File: src/rtl/seg_pkg.sv
// Shared types and constants for the seven-segment scan driver.
//   seg_t        : one 7-bit segment word, bit0 = a ... bit6 = g
//   NUM_DIGITS   : number of multiplexed digits
//   SEG_OFF_AH   : "all segments off" in active-high form
//   scan_state_t : scan FSM states
//   seg_polarity : applies the board polarity to an active-high word
package seg_pkg;

  typedef logic [6:0] seg_t;

  localparam int   NUM_DIGITS = 4;
  localparam seg_t SEG_OFF_AH = 7'h00;

  typedef enum logic [1:0] {
    IDLE,
    BLANK,
    SHOW
  } scan_state_t;

  function automatic seg_t seg_polarity(input seg_t s, input bit active_low);
    return active_low ? ~s : s;
  endfunction

endpackage

File: src/rtl/seg_scan_driver_timer.sv
// Slot timer for the scan driver: counts 0..DIV-1 and wraps.
// Ports:
//   clk, rst_n  : clock, asynchronous active-low reset
//   i_clr       : synchronous clear, forces cnt to 0 on the next edge
//   o_at_dead   : high while cnt = DEAD-1 (last blank cycle of the slot)
//   o_at_end    : high while cnt = DIV-1 (last cycle of the slot)
module seg_slot_timer #(
  parameter int DIV  = 50000,
  parameter int DEAD = 500
) (
  input  logic clk,
  input  logic rst_n,
  input  logic i_clr,
  output logic o_at_dead,
  output logic o_at_end
);

  localparam int CW = (DIV > 2) ? $clog2(DIV) : 1;
  localparam logic [CW-1:0] DEAD_M1 = CW'(DEAD - 1);
  localparam logic [CW-1:0] END_V   = CW'(DIV - 1);

  logic [CW-1:0] r_cnt;

  always_ff @(posedge clk or negedge rst_n) begin
    if (!rst_n) begin
      r_cnt <= '0;
    end else if (i_clr || (r_cnt == END_V)) begin
      r_cnt <= '0;
    end else begin
      r_cnt <= r_cnt + 1'b1;
    end
  end

  assign o_at_dead = (r_cnt == DEAD_M1);
  assign o_at_end  = (r_cnt == END_V);

endmodule

File: src/rtl/seg_scan_driver.sv
// Time-multiplexed 4-digit seven-segment scan driver.
// One digit is lit at a time; every slot starts with DEAD blank cycles to
// avoid ghosting, and all four input words are snapshotted once per frame
// so a frame never mixes old and new values.
// Ports:
//   clk, rst_n          : clock, asynchronous active-low reset
//   en                  : scan enable; 0 blanks the display and resets the scan
//   seven_Display1..4   : active-high segment words, 1 = rightmost digit
//   seg_out             : shared segment bus (polarity by SEG_ACTIVE_LOW)
//   dig_en              : digit enables, bit0 = digit 1 (polarity by DIG_ACTIVE_LOW)
//   frame_start         : one-cycle pulse when a new snapshot is taken
module seg_scan_driver
  import seg_pkg::*;
#(
  parameter int DIV            = 50000,
  parameter int DEAD           = 500,
  parameter bit SEG_ACTIVE_LOW = 1'b1,
  parameter bit DIG_ACTIVE_LOW = 1'b1
) (
  input  logic       clk,
  input  logic       rst_n,
  input  logic       en,
  input  logic [6:0] seven_Display1,
  input  logic [6:0] seven_Display2,
  input  logic [6:0] seven_Display3,
  input  logic [6:0] seven_Display4,
  output logic [6:0] seg_out,
  output logic [3:0] dig_en,
  output logic       frame_start
);

  localparam seg_t       SEG_OFF = seg_polarity(SEG_OFF_AH, SEG_ACTIVE_LOW);
  localparam logic [3:0] DIG_OFF = {NUM_DIGITS{DIG_ACTIVE_LOW}};

  scan_state_t r_state, w_state_next;
  logic [1:0]  r_idx, w_idx_next;
  seg_t        r_snap [NUM_DIGITS];
  seg_t        w_inputs [NUM_DIGITS];
  logic        w_snap_load;
  logic        w_fs_next;
  seg_t        r_seg, w_seg_next;
  logic [3:0]  r_dig, w_dig_next;
  logic        r_fs;
  logic        w_clr;
  logic        w_at_dead;
  logic        w_at_end;
  logic [3:0]  w_dig_onehot;

  assign w_inputs[0] = seven_Display1;
  assign w_inputs[1] = seven_Display2;
  assign w_inputs[2] = seven_Display3;
  assign w_inputs[3] = seven_Display4;

  // The counter restarts at 0 on the edge that leaves IDLE and whenever
  // the scan is being shut down.
  assign w_clr = (r_state == IDLE) || !en;

  seg_slot_timer #(
    .DIV  (DIV),
    .DEAD (DEAD)
  ) u_timer (
    .clk       (clk),
    .rst_n     (rst_n),
    .i_clr     (w_clr),
    .o_at_dead (w_at_dead),
    .o_at_end  (w_at_end)
  );

  assign w_dig_onehot = 4'b0001 << r_idx;

  always_ff @(posedge clk or negedge rst_n) begin
    if (!rst_n) begin
      r_state <= IDLE;
      r_idx   <= '0;
      r_seg   <= SEG_OFF;
      r_dig   <= DIG_OFF;
      r_fs    <= 1'b0;
    end else begin
      r_state <= w_state_next;
      r_idx   <= w_idx_next;
      r_seg   <= w_seg_next;
      r_dig   <= w_dig_next;
      r_fs    <= w_fs_next;
    end
  end

  always_ff @(posedge clk or negedge rst_n) begin
    if (!rst_n) begin
      for (int i = 0; i < NUM_DIGITS; i++) r_snap[i] <= SEG_OFF_AH;
    end else if (w_snap_load) begin
      for (int i = 0; i < NUM_DIGITS; i++) r_snap[i] <= w_inputs[i];
    end
  end

  always_comb begin
    w_state_next = r_state;
    w_idx_next   = r_idx;
    w_snap_load  = 1'b0;
    w_fs_next    = 1'b0;
    if (!en) begin
      w_state_next = IDLE;
      w_idx_next   = '0;
    end else begin
      case (r_state)
        IDLE: begin
          w_state_next = BLANK;
          w_idx_next   = '0;
          w_snap_load  = 1'b1;
          w_fs_next    = 1'b1;
        end
        BLANK: begin
          if (w_at_dead) w_state_next = SHOW;
        end
        SHOW: begin
          if (w_at_end) begin
            w_state_next = BLANK;
            w_idx_next   = r_idx + 2'd1;
            // Frame boundary: take the next snapshot as digit 4 ends.
            if (r_idx == 2'd3) begin
              w_snap_load = 1'b1;
              w_fs_next   = 1'b1;
            end
          end
        end
        default: begin
          w_state_next = IDLE;
          w_idx_next   = '0;
        end
      endcase
    end

    // Outputs follow the next state so they change on the same edge.
    // r_idx is already the lit digit whenever the next state is SHOW.
    w_seg_next = SEG_OFF;
    w_dig_next = DIG_OFF;
    if (w_state_next == SHOW) begin
      w_seg_next = seg_polarity(r_snap[r_idx], SEG_ACTIVE_LOW);
      w_dig_next = w_dig_onehot ^ DIG_OFF;
    end
  end

  assign seg_out     = r_seg;
  assign dig_en      = r_dig;
  assign frame_start = r_fs;

endmodule

File: config.mk
export PLATFORM = sky130hd
export DESIGN_NAME = seg_scan_driver
export DESIGN_NICKNAME = d
export VERILOG_FILES = /design/src/rtl/seg_pkg.sv /design/src/rtl/seg_scan_driver_timer.sv /design/src/rtl/seg_scan_driver.sv
export SDC_FILE = /design/constraint.sdc
export NUM_CORES = 1
export LEC_CHECK = 0
export CAP_MARGIN = 20
export CORE_MARGIN = 2
export CORE_UTILIZATION = 30
export DETAILED_ROUTE_END_ITERATION = 8
export MAX_ROUTING_LAYER = met4
export SLEW_MARGIN = 20
export SYNTH_ARGS = -nofsm -noshare
export SYNTH_HDL_FRONTEND = slang
export SYNTH_SLANG_ARGS = --single-unit
File: constraint.sdc
create_clock -name clk -period 5 [get_ports clk]
set_clock_uncertainty 0.1 [all_clocks]
set_input_delay 0.75 -clock clk [delete_from_list [all_inputs] [get_ports clk]]
set_output_delay 0.75 -clock clk [all_outputs]
set_load 0.02 [all_outputs]
# Word-level counts from Yosys, hierarchy flattened
# Cells that the tools add are included.
[word_totals]
ff_bits = 60
inputBits = 31
out_inout_bits = 12
elab_cells = 47
[classes]
addsub = 2
n_lt_le_gt_ge = 1
eq_ne = 8
shifts = 1
muxes = 17
bitwise = 3
n_reduce_logical = 5
[ops]
columns = ["cell", "n"]
rows = [
  ["$mux W7", 3],
  ["$add A16 B1 Y16 const B", 1],
  ["$eq A16 B16 Y1 const B", 1],
  ["$eq A16 B9 Y1 const B", 1],
  ["$mux W16", 1],
  ["$bmux W7 S2", 1],
  ["$mux W2", 5],
  ["$not A7 Y7", 1],
  ["$eq A2 B2 Y1 const B", 3],
  ["$pmux W2 S3", 1],
  ["$mux W4", 1],
  ["$not A4 Y4", 1],
  ["$pmux W2 S2", 1],
  ["$shl A1 B2 Y4 const A", 1],
  ["$ge A3 B3 Y1 const B", 1],
  ["$mux W1", 3],
  ["$ne A3 B2 Y1 const B", 1],
  ["$not A2 Y3", 1],
  ["$add A2 B1 Y2 const B", 1],
  ["$eq A2 B1 Y1 const B", 1],
  ["$logic_not A2 Y1", 1],
  ["$logic_or A1 B1 Y1", 2],
  ["$ne A2 B2 Y1 const B", 1],
  ["$pmux W1 S2", 1],
  ["other kinds (2)", 2],
]

# Longest topological paths before layout
# Gate-level depths: netlist of the first run.
[logic_depth]
ltp_word = 6
depth_mapped = 7
depth_no_buf = 5

# Modules after synthesis
# A second synthesis of the first run with hierarchy kept.
[unflattened]
hier_cells = 203
hier_area_um2 = 2712.6
[by_module_without_submodules]
columns = ["mod", "n_inst", "cells_each", "area_each_um2", "seq_area_each_um2"]
rows = [
  ["seg_scan_driver", 1, 120, 1889.3, 1114.8],
  ["seg_slot_timer", 1, 83, 823.3, 400.4],
]

# Worst setup path before layout of the first run
# No wires, ideal clock.
[synth_timing]
path_type = "in2reg"
startpoint = "input en"
endpoint = "register r_snap[17] in the netlist's numbering"
setup_ns = 0.126
t_arrival_ns = 1.826
slack_ns = 2.947
cell_stages = 6
path_buffers = 3
cell_sequence = "buf_2 nand2b_1 buf_2 buf_2 nor4_2 a311o_1"
[synth_via]
elab_chain_cells = 1
[synth_lines]
columns = ["item", "line_no", "text"]
rows = [
  ["start: declaration", "seg_scan_driver.sv:22", "input logic en,"],
  ["$mux W1", "seg_scan_driver.sv:100", "if (!en) begin"],
  ["end: declaration", "seg_scan_driver.sv:37", "seg_t r_snap [NUM_DIGITS];"],
]
# Every way passes these cells.
# A chain may end at the register's enable or synchronous reset.

# Worst setup path after layout of the first run
[layout_timing]
startpoint = "input en"
endpoint = "register r_snap[7] in the netlist's numbering"
# Same word-level chain as after synthesis.

==> flow_summary.toml, run 1 <==
[pwr]
cellLeakagePower_nw = 1.65
power_density_mw_per_mm2 = 271
ir_drop_mv = 0.138

[layout]
synthToLayoutAreaGrowth_pct = 19.3
final_cell_mix = "61 x nand2_1, 49 x dfrtp_1, 41 x clkdlybuf4s50_1"
n_antenna_cell = 0
layout.nets = 437
multi_input_area_mm2 = 0.00194
drive_above_1_share_pct = 18.5
register_area_mm2 = 0.00152
layout_commonest_cell = "nand2_1"
num-fill-cells = 1262

[timing]
finalHoldViolCount = 0
slew_violations = 0
whs_ns = 0.389
setup_tns_ns = 0
maxSlewHeadroom_pct = 29.3
period_share_pct = 61.1
tightest_slew_ns = 1.05
setup_viol = 0
timing.fmax_ghz = 0.327
rsz0062_at_grt = "false"
min_period_ns = 3.06

[synth]
synth_seq_area_share_pct = 40.0
yosysUniqueCellTypes = 42
synth_area_per_cell_um2 = 10.0
syn_area_mm2 = 0.00378
ys_seq_elements = 60
yosysWarnings = 0
netlist_instances = 378
synth.net_count = 414

[clocking]
cts_buffers = 9
htreeDepth = 3
cts.reportedPaths.clkPinSlew_ns = 0.05
hold_buffers = 0
cts_setup_buffers = 0
clock-root-buffer = "clkbuf_16"
cts_sinks = 60
clk_latency_ns = 0.32
cts_buffer_depth = 2
cts_tree = "built"
cts-resized-gates = 0

[drt]
wl_met1_um = 4170
post-route-drc-count = 0
antenna_left = 0
routed_wl_um = 8970
num_vias = 3031
drtIter0Drc = 167
met3WireLength_um = 327
wl_per_cell_um = 15.6
routed.top_layer = "met4"
dr.pass1.iters = 4
route.met2.wl_um = 4400
viasPerCell = 5.25

[global_routing]
antenna_found_initial = 0
grt_pass1_wl_um = 14500
grt_max_degree = 64
grt_pass1_vias = 2875
track_usage_pct = 14.0
grt_overflow = 0

[floorplanning]
core-area_mm2 = 0.0125
dieHeight_um = 116
die_x_um = 116
start_util_pct = 30.4
die-area_mm2 = 0.0135
io_pins = 43
rows = 41

[critical_path]
start_kind = "input pin"
reg2reg_slack_ns = 2.23
cp.required_ns = 5.11
reg2reg_depth = 6
arrival_ns = 3.16
timing.rr.start = "u_timer.r_cnt[0]$_DFF_PN0_"
worstPathMaxFanout = 44
path_class = "input pin to flip-flop"
endpoint_kind = "flip-flop"
r2r-end = "seg_out[6]$_DFF_PN1_"

[worst_hold_path]
worstHoldEndpoint = "u_timer.r_cnt[0]$_DFF_PN0_"
hold_start = "u_timer.r_cnt[0]$_DFF_PN0_"
hold_class = "flip-flop to flip-flop"
hold_depth = 1

[placement]
portBuffers = 42
hpwl_um = 5840
gp_congestion = 0.829

[flow_run]
maxCapViolations = 0

[outcome]
status = "complete, no violations"
[sequential cells by signal, indices dropped and copies added (netlist names)]
register / count
seg_out: 7
u_timer.r_cnt: 16
r_snap: 28
r_idx: 2
r_state: 2
dig_en: 4
frame_start: 1
[layer usage]
| metal | global-route usage (%) | vias up |
|---|---|---|
| met5 | - | - |
| met4 | 3.65 | 0 |
| met3 | 2.65 | 5 |
| met2 | 21.8 | 51 |
| met1 | 18.7 | 1516 |
| li1 | - | 1459 |
[area by class of cell]
| type | count | area share (%) |
|---|---|---|
| Clock buffer | 10 | 5.07 |
| Clock inverter | 5 | 0.665 |
| Inverter | 33 | 2.74 |
| Multi-Input combinational cell | 249 | 43.0 |
| Sequential cell | 60 | 33.6 |
| Tap cell | 172 | 4.77 |
| Timing Repair Buffer | 48 | 10.2 |
[power breakdown]
| part | internal [mW] | total (mW) | switching (mW) | leakage [nW] |
|---|---|---|---|---|
| logic | 0.0687 | 0.130 | 0.0609 | 0.776 |
| registers | 0.517 | 0.550 | 0.0331 | 0.749 |
| clock network | 0.329 | 0.545 | 0.216 | 0.124 |
| total | 0.915 | 1.22 | 0.310 | 1.65 |
[Yosys cell counts (all sizes together)]
cell    instances  area share, %
nand2          61            6.1
dfrtp          49             32
inv            33            3.3
nor4           33             10
a311o          28            7.4
o311ai         28            6.5
buf            22            4.2
nor2           20            2.0
clkbuf         14            1.4
o21ai          12            1.6
dfstp          11            7.6
nand3           9            1.2
nand4           8            1.7
mux4            7            4.2
xnor2           7            1.6
xor2            7            1.6
ha              5            1.7
and4            4           0.99
nand2b          2           0.33
nor2b           2           0.33
nor3            2           0.26
nor3b           2           0.53
o211ai          2           0.40
o21a            2           0.40
a21oi           1           0.13
and3            1           0.17
and4bb          1           0.43
nand3b          1           0.20
nand4b          1           0.23
nor4b           1           0.63
o31a            1           0.23
or2             1           0.17
[worst max path at each step]
stage	start	end	cells after the start
after floorplan	en	r_snap[17]$_DFFE_PN0P_	6
after global placement	en	seg_out[6]$_DFF_PN1_	4
after detailed placement	en	seg_out[6]$_DFF_PN1_	4
after CTS	en	seg_out[6]$_DFF_PN1_	4
after global routing	en	r_snap[18]$_DFFE_PN0P_	5
final	en	r_snap[7]$_DFFE_PN0P_	5
[logic make-up after synthesis]
| kind of cell | Yosys count | synth area share, % |
|---|---|---|
| simple gates | 149 | 25.4 |
| compound gates | 74 | 16.6 |
| buf+inv | 69 | 8.90 |
| flops | 60 | 40.0 |
| xor+xnor | 14 | 3.24 |
| mux | 7 | 4.17 |
| fa+ha+maj | 5 | 1.65 |
[per-stage QoR]
step,utilization [%],cell area (um2),total power [mW],setup WS [ns],instances
after floorplan,-,3780,0.630,2.95,378
after global placement,34.1,4250,0.682,1.55,562
after detailed placement,34.1,4250,0.689,1.41,562
after CTS,36.2,4510,1.24,1.75,577
after global routing,36.2,4510,1.29,1.78,577
final,36.2,4510,1.22,1.94,577
[worst max-delay path, cell delays in order]
cell	delay (ns)
clkdlybuf4s50_1	0.58
nand2b_2	0.73
buf_4	0.57
o311ai_0	0.19
a311o_1	0.30
Note: power is estimated with default switching activity, not from simulation.
==> run 2: changes to the inputs <==
clock period = 2.7 ns   (was 5 ns; I/O delays follow)
==> flow_summary.toml, run 2 (synthesis results as in run 1) <==
[outcome]
status = "complete, no violations"

[pwr]
intPower_mw = 1.73
switchingPower_uw = 563
switching_share_pct = 24.5
ir_drop_mv = 0.250
seqPwrFrac_pct = 44.6
combPwrFrac_pct = 10.7
p_total_mw = 2.29
clkPwrFrac_pct = 44.6
power_density_mw_per_mm2 = 500
cellLeakagePower_nw = 1.70

[floorplanning]
io_pins = 43
core-area_mm2 = 0.0125
die_x_um = 116
start_util_pct = 30.4
die-area_mm2 = 0.0135
rows = 41
dieHeight_um = 116

[placement]
gp_congestion = 0.780
portBuffers = 42
place_ws_ns = 0.586
dpl_cell_area_mm2 = 0.00432
hpwl_um = 6080

[timing]
finalHoldViolCount = 0
tightest_slew_ns = 0.648
min_period_ns = 2.01
timing.fmax_ghz = 0.496
period_share_pct = 74.6
setup_viol = 0
maxSlewHeadroom_pct = 56.8
slew_violations = 0
setup_ws_ns = 0.685
rsz0062_at_grt = "false"
setup_tns_ns = 0

[drt]
dr.pass1.iters = 5
num_vias = 3078
viasPerCell = 5.27
post-route-drc-count = 0
antenna_left = 0
routed_wl_um = 9030
drtIter0Drc = 202
wl_per_cell_um = 15.5

[critical_path]
timing.rr.start = "u_timer.r_cnt[0]$_DFF_PN0_"
cp.required_ns = 2.80
crit_start = "u_timer.r_cnt[0]$_DFF_PN0_"
path_class = "flip-flop to flip-flop"
start_kind = "flip-flop"
worstPathMaxFanout = 12
r2r-end = "r_state[1]$_DFF_PN0_"
reg2reg_depth = 6
endpoint_kind = "flip-flop"
arrival_ns = 2.12
reg2reg_slack_ns = 0.69

[clocking]
clock-root-buffer = "clkbuf_16"
cts-resized-gates = 0
cts_buffer_depth = 2
cts_sinks = 60
cts_tree = "built"
clk_latency_ns = 0.33
hold_buffers = 0
cts.reportedPaths.clkPinSlew_ns = 0.05
cts_setup_buffers = 0
htreeDepth = 3
cts_buffers = 9

[layout]
layout.nets = 443
layout_commonest_cell = "nand2_1"
final_cell_mix = "61 x nand2_1, 49 x dfrtp_1, 41 x clkdlybuf4s50_1"
drive_above_1_share_pct = 19.2
final_area_mm2 = 0.00458
largest_reg_flops = 28
synthToLayoutAreaGrowth_pct = 21.2
regMostFlops = "r_snap"
n_antenna_cell = 0

[global_routing]
track_usage_pct = 14.5
grt_pass1_vias = 2927
grt_overflow = 0
antenna_found_initial = 0
grt_max_degree = 87
grt_pass1_wl_um = 14700

[worst_hold_path]
hold_class = "input pin to async pin"

[flow_run]
maxCapViolations = 0
run 2: cell types whose count changed in the layout (fill, tap and decap cells not counted), sizes merged:
cell      delta
clkbuf       +3
clkinvlp     -2
buf          +6
run 2: metal layers:
layer / routed length (um) / vias up / GRT usage, %
li1: - / 1458 / -
met1: 4020 / 1538 / 18.5
met2: 4390 / 69 / 22.2
met3: 409 / 13 / 3.17
met4: 210 / 0 / 6.11
met5: 0 / - / -
run 2: power by group through the flow:
| stage | sequential (mW) | combinational (mW) | clock, mW |
|---|---|---|---|
| 2_1_floorplan | 1.01 | 0.153 | 0 |
| 3_3_place_gp | 1.03 | 0.239 | 0 |
| 3_5_place_dp | 1.04 | 0.249 | 0 |
| 4_1_cts | 1.02 | 0.251 | 1.05 |
| 5_1_grt | 1.03 | 0.275 | 1.09 |
| 6_report | 1.02 | 0.245 | 1.02 |
run 2: metrics by stage:
stage	std cells	hold WS, ns	utilization, %
5_1_grt	584	0.0510	36.8
3_3_place_gp	568	0.363	34.6
4_1_cts	584	0.0193	36.8
2_1_floorplan	378	0.00941	-
3_5_place_dp	568	0.372	34.6
6_report	584	0.00177	36.8
run 2: final cells by class:
type | count | area [um2]
Fill cell | 1249 | 7880
Multi-Input combinational cell | 249 | 1930
Sequential cell | 60 | 1520
Timing Repair Buffer | 54 | 531
Clock buffer | 13 | 250
Tap cell | 172 | 215
Inverter | 33 | 124
Clock inverter | 3 | 15.0
run 2: worst max path at each step:
stage	to
global placement	r_state[1]$_DFF_PN0_
global route	r_state[1]$_DFF_PN0_
floorplan	r_snap[9]$_DFFE_PN0P_
finish	r_state[1]$_DFF_PN0_
detailed placement	r_state[1]$_DFF_PN0_
CTS	r_state[1]$_DFF_PN0_
run 2: critical path, stage by stage, from the launching register on:
cell and delay, ns:
dfrtp_1 0.39, ha_1 0.23, nor3b_2 0.29, nand4_4 0.21, nor3b_1 0.20, buf_4 0.18, or2_2 0.29
==> run 3: changes to the inputs <==
clock period = 1.6 ns   (was 2.7 ns; I/O delays follow)
==> flow_summary.toml, run 3 (synthesis results as in run 1) <==
[outcome]
status = "finished with violations"
violations = "negative setup slack"

[timing]
timing.fmax_ghz = 0.570
slew_violations = 0
maxSlewHeadroom_pct = 71.8
period_share_pct = 110
tightest_slew_ns = 0.417
setup_viol = 59
min_period_ns = 1.76
setup_ws_ns = -0.156
finalHoldViolCount = 0
rsz0062_at_grt = "true"
setup_tns_ns = -7.24

[layout]
layout.nets = 490
layout_commonest_cell = "nand2_1"
synthToLayoutAreaGrowth_pct = 38.0
n_antenna_cell = 0
register_area_mm2 = 0.00152
regMostFlops = "r_snap"
multi_input_area_mm2 = 0.00203
num-fill-cells = 1184
largest_reg_flops = 28
drive_above_1_share_pct = 30.9
final_cell_mix = "61 x nand2_1, 48 x dfrtp_1, 42 x buf_4"

[clocking]
htreeDepth = 3
cts.reportedPaths.clkPinSlew_ns = 0.06
cts_buffer_depth = 2
clock-root-buffer = "clkbuf_16"
clk_latency_ns = 0.33
cts_buffers = 9
cts_tree = "built"
cts_sinks = 60

[global_routing]
grt_pass1_wl_um = 16200
grt_pass1_vias = 3176
track_usage_pct = 15.9
grt_overflow = 0
grt_max_degree = 47
antenna_found_initial = 0

[floorplanning]
die_x_um = 116
start_util_pct = 30.4
rows = 41
io_pins = 43
core-area_mm2 = 0.0125
dieHeight_um = 116
die-area_mm2 = 0.0135

[pwr]
ir_drop_mv = 0.489
cellLeakagePower_nw = 2.01
power_density_mw_per_mm2 = 845

[drt]
antenna_left = 0
wl_per_cell_um = 15.7
drtIter0Drc = 131
viasPerCell = 5.19
num_vias = 3277
dr.pass1.iters = 4
routed_wl_um = 9920
post-route-drc-count = 0

[critical_path]
r2r-end = "r_snap[15]$_DFFE_PN0P_"
worst-path-buf-inv = 1
path_cells = "ha_2 > nor3b_4 > nand4_4 > buf_12 > nor4_2 > a311o_1"
endpoint_kind = "flip-flop"
path_class = "flip-flop to flip-flop"
reg2reg_slack_ns = -0.16
cpLargestDelayFamily = "simple AND/OR/NAND/NOR gates"
cp_slowest_cell = "dfrtp_1"
start_kind = "flip-flop"
arrival_ns = 1.92
reg2reg_depth = 6
timing.rr.start = "u_timer.r_cnt[0]$_DFF_PN0_"
worstPathMaxFanout = 46
cp.required_ns = 1.77
critPathMaxStageDelay_ns = 0.35

[placement]
place_ws_ns = -0.213
portBuffers = 42
hpwl_um = 6650
gp_congestion = 0.889

[worst_hold_path]
hold_class = "input pin to async pin"

[flow_run]
maxCapViolations = 0
-- run 3: cell types whose count changed in the layout (fill, tap and decap cells not counted), sizes merged --
cell	before	now
dlygate4sd2	0	12
bufinv	0	3
clkinv	3	2
dlygate4sd3	0	1
buf	13	59
clkbuf	13	11
clkdlybuf4s50	41	29
-- run 3: how the worst max path moves through the flow --
| stage | from | end | slack, ns | depth (start not counted) |
|---|---|---|---|---|
| after floorplan | u_timer.r_cnt[0]$_DFF_PN0_ | r_snap[9]$_DFFE_PN0P_ | -0.12 | 5 |
| after CTS | u_timer.r_cnt[0]$_DFF_PN0_ | r_snap[15]$_DFFE_PN0P_ | -0.18 | 6 |
| final | u_timer.r_cnt[0]$_DFF_PN0_ | r_snap[15]$_DFFE_PN0P_ | -0.16 | 6 |
| after detailed placement | en | r_snap[19]$_DFFE_PN0P_ | -0.21 | 6 |
| after global placement | en | r_snap[17]$_DFFE_PN0P_ | -0.17 | 6 |
| after global routing | u_timer.r_cnt[0]$_DFF_PN0_ | r_snap[21]$_DFFE_PN0P_ | -0.25 | 6 |
-- run 3: worst register-to-register path, cell delays in order, from the launching register on --
cell and delay [ns]:
dfrtp_1 0.35, ha_2 0.18, nor3b_4 0.25, nand4_4 0.16, buf_12 0.23, nor4_2 0.27, a311o_1 0.16
-- run 3: final cells by class --
cell class	instances	share of cell area, %
inverters	33	2.37
multi-input cells	249	38.9
clock buffers	11	4.46
well taps	172	4.12
flip-flops and latches	60	29.1
repair buffers	101	19.2
clock inverters	5	1.92
-- run 3: power by group --
part	switching (mW)	internal, mW	total, mW
logic	0.217	0.267	0.484
registers	0.112	1.62	1.73
clock network	0.684	1.52	2.20
total	1.01	3.40	4.41
-- run 3: per-stage QoR --
stage,instances,hold WS [ns],power (mW),utilization (%),instance area (um2)
after floorplan,378,-0.156,1.97,-,3810
after global placement,605,0.0702,2.20,37.9,4720
after detailed placement,605,0.0744,2.23,37.9,4720
after CTS,630,0.267,4.46,41.7,5190
after global routing,631,0.308,4.60,41.9,5220
final,631,0.271,4.41,41.9,5220
-- run 3: routing by layer --
layer  track usage (%)  vias to the layer above  routed length (um)
met3              2.23                       10                 419
met5                 -                        -                   0
met2              24.7                       75                4850
met4              7.14                        0                 129
li1                  -                     1561                   -
met1              20.7                     1631                4530
-- run 3: repair_timing --
item                                   in CTS  in global routing
setup buffers                               7                  1
resized for setup                          32                  3
pin swaps                                   4                  2
setup endpoints to repair                  71                 59
gates cloned                                1                  0
hold buffers                                1                  0
endpoints found under the hold margin      11                  0
